**config.mk**
```make
export PLATFORM = sky130hd
export DESIGN_NAME = multiword_add_seq
export DESIGN_NICKNAME = d
export VERILOG_FILES = /design/src/rtl/multiword_add_seq.sv
export SDC_FILE = /design/constraint.sdc
export NUM_CORES = 1
export LEC_CHECK = 0
export BUFFER_PORTS_ARGS = -buffer_cell sky130_fd_sc_hd__buf_2
export CAP_MARGIN = 40
export CELL_PAD_IN_SITES_DETAIL_PLACEMENT = 1
export CELL_PAD_IN_SITES_GLOBAL_PLACEMENT = 1
export CORE_MARGIN = 2
export CORE_UTILIZATION = 25
export CTS_CLUSTER_SIZE = 28
export DETAILED_ROUTE_END_ITERATION = 10
export PLACE_DENSITY_LB_ADDON = 0.1
export SYNTH_ARGS = -nofsm -noshare
export SYNTH_HDL_FRONTEND = slang
export SYNTH_HIERARCHICAL = 1
export SYNTH_SLANG_ARGS = --single-unit
```
**constraint.sdc**
```tcl
create_clock -name i_clk -period 3.2 [get_ports i_clk]
set_clock_uncertainty 0.1 [all_clocks]
set_input_delay 0.32 -clock i_clk [delete_from_list [all_inputs] [get_ports i_clk]]
set_output_delay 0.32 -clock i_clk [all_outputs]
set_load 0.1 [all_outputs]
```
**src/rtl/multiword_add_seq.sv**
```systemverilog
// Sequential WIDTH-bit adder/subtractor that reuses one 4-bit ripple slice,
// one nibble per clock, least-significant nibble first, with start/busy/done handshake.

module fourbit_adder (
  input  logic [3:0] i_a,
  input  logic [3:0] i_b,
  input  logic       i_cin,
  output logic [3:0] o_sum,
  output logic       o_cout
);

  logic [4:0] w_c;

  assign w_c[0] = i_cin;

  for (genvar i = 0; i < 4; i++) begin : g_fa
    assign o_sum[i]   = i_a[i] ^ i_b[i] ^ w_c[i];
    assign w_c[i + 1] = (i_a[i] & i_b[i]) | (w_c[i] & (i_a[i] ^ i_b[i]));
  end

  assign o_cout = w_c[4];

endmodule

module multiword_add_seq #(
  parameter int WIDTH = 16
) (
  input  logic             i_clk,
  input  logic             i_rst,
  input  logic             i_start,
  input  logic             i_sub,
  input  logic [WIDTH-1:0] i_a,
  input  logic [WIDTH-1:0] i_b,
  input  logic             i_cin,
  output logic             o_busy,
  output logic             o_done,
  output logic [WIDTH-1:0] o_sum,
  output logic             o_cout,
  output logic             o_ovf
);

  localparam int N  = WIDTH / 4;
  localparam int CW = (N > 1) ? $clog2(N) : 1;
  localparam logic [CW-1:0] LAST = CW'(N - 1);

  if ((WIDTH % 4) != 0 || WIDTH < 8) begin : g_bad_width
    $error("multiword_add_seq: WIDTH must be a multiple of 4 and at least 8");
  end

  typedef enum logic [1:0] {
    S_IDLE = 2'd0,
    S_RUN  = 2'd1,
    S_DONE = 2'd2
  } state_t;

  state_t           r_state;
  logic [CW-1:0]    r_cnt;
  logic [WIDTH-1:0] r_op_a;
  logic [WIDTH-1:0] r_op_b;
  logic             r_carry;
  logic [WIDTH-5:0] r_shadow;
  logic             r_sign_a;
  logic             r_sign_b;
  logic             r_busy;
  logic             r_done;
  logic [WIDTH-1:0] r_sum;
  logic             r_cout;
  logic             r_ovf;

  logic [3:0]       w_slice_sum;
  logic             w_slice_cout;
  logic [WIDTH-1:0] w_result;

  fourbit_adder u_slice (
    .i_a    (r_op_a[3:0]),
    .i_b    (r_op_b[3:0]),
    .i_cin  (r_carry),
    .o_sum  (w_slice_sum),
    .o_cout (w_slice_cout)
  );

  // The shadow keeps only the N-1 finished nibbles; the live slice output
  // supplies the top nibble, so the full word is ready on the last RUN cycle.
  assign w_result = {w_slice_sum, r_shadow};

  // NOTE: state uses non-blocking assignments so every register samples
  // pre-edge values; the synchronous reset clears datapath registers too.
  always_ff @(posedge i_clk) begin
    if (i_rst) begin
      r_state  <= S_IDLE;
      r_cnt    <= '0;
      r_op_a   <= '0;
      r_op_b   <= '0;
      r_carry  <= 1'b0;
      r_shadow <= '0;
      r_sign_a <= 1'b0;
      r_sign_b <= 1'b0;
      r_busy   <= 1'b0;
      r_done   <= 1'b0;
      r_sum    <= '0;
      r_cout   <= 1'b0;
      r_ovf    <= 1'b0;
    end else begin
      case (r_state)
        S_IDLE: begin
          if (i_start) begin
            r_op_a   <= i_a;
            r_op_b   <= i_sub ? ~i_b : i_b;
            r_carry  <= i_sub ? ~i_cin : i_cin;
            r_sign_a <= i_a[WIDTH-1];
            r_sign_b <= i_sub ? ~i_b[WIDTH-1] : i_b[WIDTH-1];
            r_cnt    <= '0;
            r_shadow <= '0;
            r_busy   <= 1'b1;
            r_state  <= S_RUN;
          end
        end

        S_RUN: begin
          r_shadow <= w_result[WIDTH-1:4];
          r_op_a   <= r_op_a >> 4;
          r_op_b   <= r_op_b >> 4;
          r_carry  <= w_slice_cout;
          r_cnt    <= r_cnt + 1'b1;
          if (r_cnt == LAST) begin
            r_sum   <= w_result;
            r_cout  <= w_slice_cout;
            r_ovf   <= (r_sign_a == r_sign_b) && (w_slice_sum[3] != r_sign_a);
            r_done  <= 1'b1;
            r_state <= S_DONE;
          end
        end

        S_DONE: begin
          r_done  <= 1'b0;
          r_busy  <= 1'b0;
          r_state <= S_IDLE;
        end

        default: begin
          r_done  <= 1'b0;
          r_busy  <= 1'b0;
          r_state <= S_IDLE;
        end
      endcase
    end
  end

  assign o_busy = r_busy;
  assign o_done = r_done;
  assign o_sum  = r_sum;
  assign o_cout = r_cout;
  assign o_ovf  = r_ovf;

endmodule

```
==> flow_summary.toml <==
[placement]
pre_cts_slack_ps = 345
placement.io_buffers = 56
dp_hpwl_um = 5420
gp_congestion = 0.654

[status]
status = "finished with violations"
violations = "DRC"

[global_route]
grtUsageMet3_pct = 3.11
grt_max_degree = 34
grtUsageMet2_pct = 21.0
grt_pass1_wl_um = 13100
grt.busiest_layer = "met2"
grt_antenna_before_repair = 0
grt-ovfl-total = 0
grt_use_met1_pct = 17.0
track_usage_pct = 12.9
grt_pass1_vias = 2591

[worst_setup_path]
crit_chain = "fa_1 > inv_1 > fa_1 > inv_1 > fa_1 > inv_1 > fa_1 > inv_1 > or3b_2 > a311oi_1"
end_kind = "flop"
cp_max_fo = 4
cpLargestDelayFamily = "adder cells"
cpPeakStageDelay_ps = 450
crit_type = "reg2reg"
arrival_ps = 3000
cpMaxStageDelayCell = "or3b_2"
critical_path_required_ps = 3340
worstSetupStartpointType = "flop"
critical_path_buf_inv_count = 4

[layout]
drive_above_1_share_pct = 23.8
area_growth_pct = 23.0
num_antenna_cells = 0
nNetsFinal = 424
final_core_util_pct = 31.7

[die]
row_count = 39
die_area_mm2 = 0.0128
die_y_um = 113
io_pins = 57
initial_core_util_pct = 25.8
core_mm2 = 0.0115
chipWidth_um = 113

[routing]
drt_iter0_markers = 56
vias = 2413
ant_nets = 0
post_drt_via_cell_ratio = 4.55
avgRoutedWirePerCell_um = 14.5
drc_errors = 2
drt_first_pass_iters = 7
wl_um = 7660

[logic_synthesis]
synth-seq-cells = 71
netlist_area_mm2 = 0.00297
post-synth-top-area-fraction_pct = 47.9
yosysSeqAreaShare_pct = 47.9
synth_top_area_cell = "dfxtp_1"
syn_avg_cell_area_um2 = 8.95
synth_nets = 374
ys_top_cells_by_area = "dfxtp_1 48%, nand2_1 7.2%, a21oi_1 6.7%"
synth_warnings = 6
netlist_instances = 332
synthDistinctLibCells = 33

[min_path]
worst_hold_path_type = "in2reg"

[pwr]
p_leak_nw = 1.46
ir_drop_uv = 215
p_per_area_mw_per_mm2 = 606

[timing]
tightest_slew_ps = 730
worst_slack_ps = 341
final.setup.tns_ps = 0
hold_viol = 0
period_minus_slack_ps = 2860
setup_viol_count_final = 0
max_slew_margin_pct = 51.3
fin_crit_sh_pct = 89.3
rsz0062_at_grt = "no"
drv_slew = 0
max_freq_mhz = 350

[cts]
cts_setup_buffers = 0
cts_made_buffers = 9
cts_root_buf = "clkbuf_16"
clkSlewWorstSetupHoldPaths_ps = 60
holdBufCountCts = 0
cts_resized = 0
cts_tree = "yes"
clockBufferDepth = 2
htree_levels = 3
clock_latency_ps = 330
clkSinkCount = 71

[run]
drv.max_cap_violation_count = 0
==> cell usage after synthesis <==
cell type,number
buf_1,2
clkbuf_1,9
fa_1,4
nand2_1,57
buf_2,9
a211oi_1,13
inv_1,11
nand2b_1,2
dfxtp_1,71
buf_6,5
nor3_1,1
a21oi_1,40
o21a_1,1
or3b_2,1
nand3_1,17
nand3b_1,2
o21ba_2,1
a221o_1,5
buf_4,1
mux2i_1,12
a311oi_1,1
o21bai_1,1
and3b_1,1
xor2_1,4
or4b_4,1
ha_1,1
xnor2_1,13
nor2_1,33
or3b_1,1
a22oi_1,2
a221o_2,8
nor2b_1,1
nor3b_1,1
==> layout by cell type (no fill, tap or decap), types with 5 or more instances in the layout <==
master,synthesis,final
a211oi_1,13,13
a21oi_1,40,40
a221o_1,5,5
a221o_2,8,8
buf_2,9,56
buf_4,1,9
clkbuf_16,0,9
dfxtp_1,71,71
inv_1,11,11
mux2i_1,12,12
nand2_1,57,57
nand3_1,17,17
nor2_1,33,33
xnor2_1,13,13
==> worst reg2reg max path: cells and delay by family (launching register included) <==
kind                       cells  cell delay [ps]
adders and majority gates      4             1330
and+or+nand+nor                1              450
DFF                            1              330
buffers and inverters          4              330
AOI/OAI and AO/OA              1              250
==> flip-flops by register name, summed over array words and instances (netlist names) <==
signal	cells
o_busy	1
r_cnt	2
r_state	2
r_sign_b	1
o_cout	1
r_carry	1
r_op_b	16
o_sum	16
o_ovf	1
r_op_a	16
r_sign_a	1
r_shadow	12
o_done	1
==> report_power, final <==
part,total [mW],internal (mW),switching [mW]
Sequential,0.963,0.930,0.0334
Combinational,0.232,0.0987,0.134
Clock,1.02,0.629,0.390
==> layer usage <==
metal | wire length, um | vias up | part of all wire (%)
met2 | 3580 | 38 | 47
met1 | 3750 | 1142 | 49
met4 | 74 | 0 | 0.97
met5 | 0 | - | 0
li1 | - | 1226 | -
met3 | 248 | 7 | 3.2
==> metrics by stage <==
stage / instance area [um2] / cells / power [mW] / hold slack, ps
2_1_floorplan: 2970 / 332 / 1.14 / 332
3_3_place_gp: 3350 / 514 / 1.22 / 342
3_5_place_dp: 3350 / 514 / 1.22 / 347
4_1_cts: 3650 / 530 / 2.26 / 124
5_1_grt: 3650 / 530 / 2.32 / 138
6_report: 3650 / 530 / 2.21 / 128
==> cell families after synthesis <==
group / synth area share (%)
XOR/XNOR: 5.01
AO/OA/AOI/OAI: 16.4
AND/OR/NAND/NOR: 17.1
adder cells (fa/ha/maj): 3.12
buffers and inverters: 6.44
flip-flops: 47.9
multiplexers: 4.04
==> cell type report <==
type | count | area [um2]
sequential | 71 | 1420
clock inverter | 6 | 68.8
clock buffer | 10 | 239
fill | 1382 | 7860
timing repair buffer | 65 | 348
inverter | 11 | 41.3
tap | 143 | 179
multi-input combinational | 224 | 1360
==> final timing paths <==
check	startpoint	to	slack, ps	depth (start not counted)
worst max-delay path	r_op_a[0]	o_ovf	340	10
worst min register to register	o_sum[7]	o_sum[7]	350	2
worst max register to register	r_op_a[0]	o_ovf	340	10
worst min-delay path	i_a[13]	r_op_a[13]	130	3
Note: power is estimated with default switching activity, not from simulation.
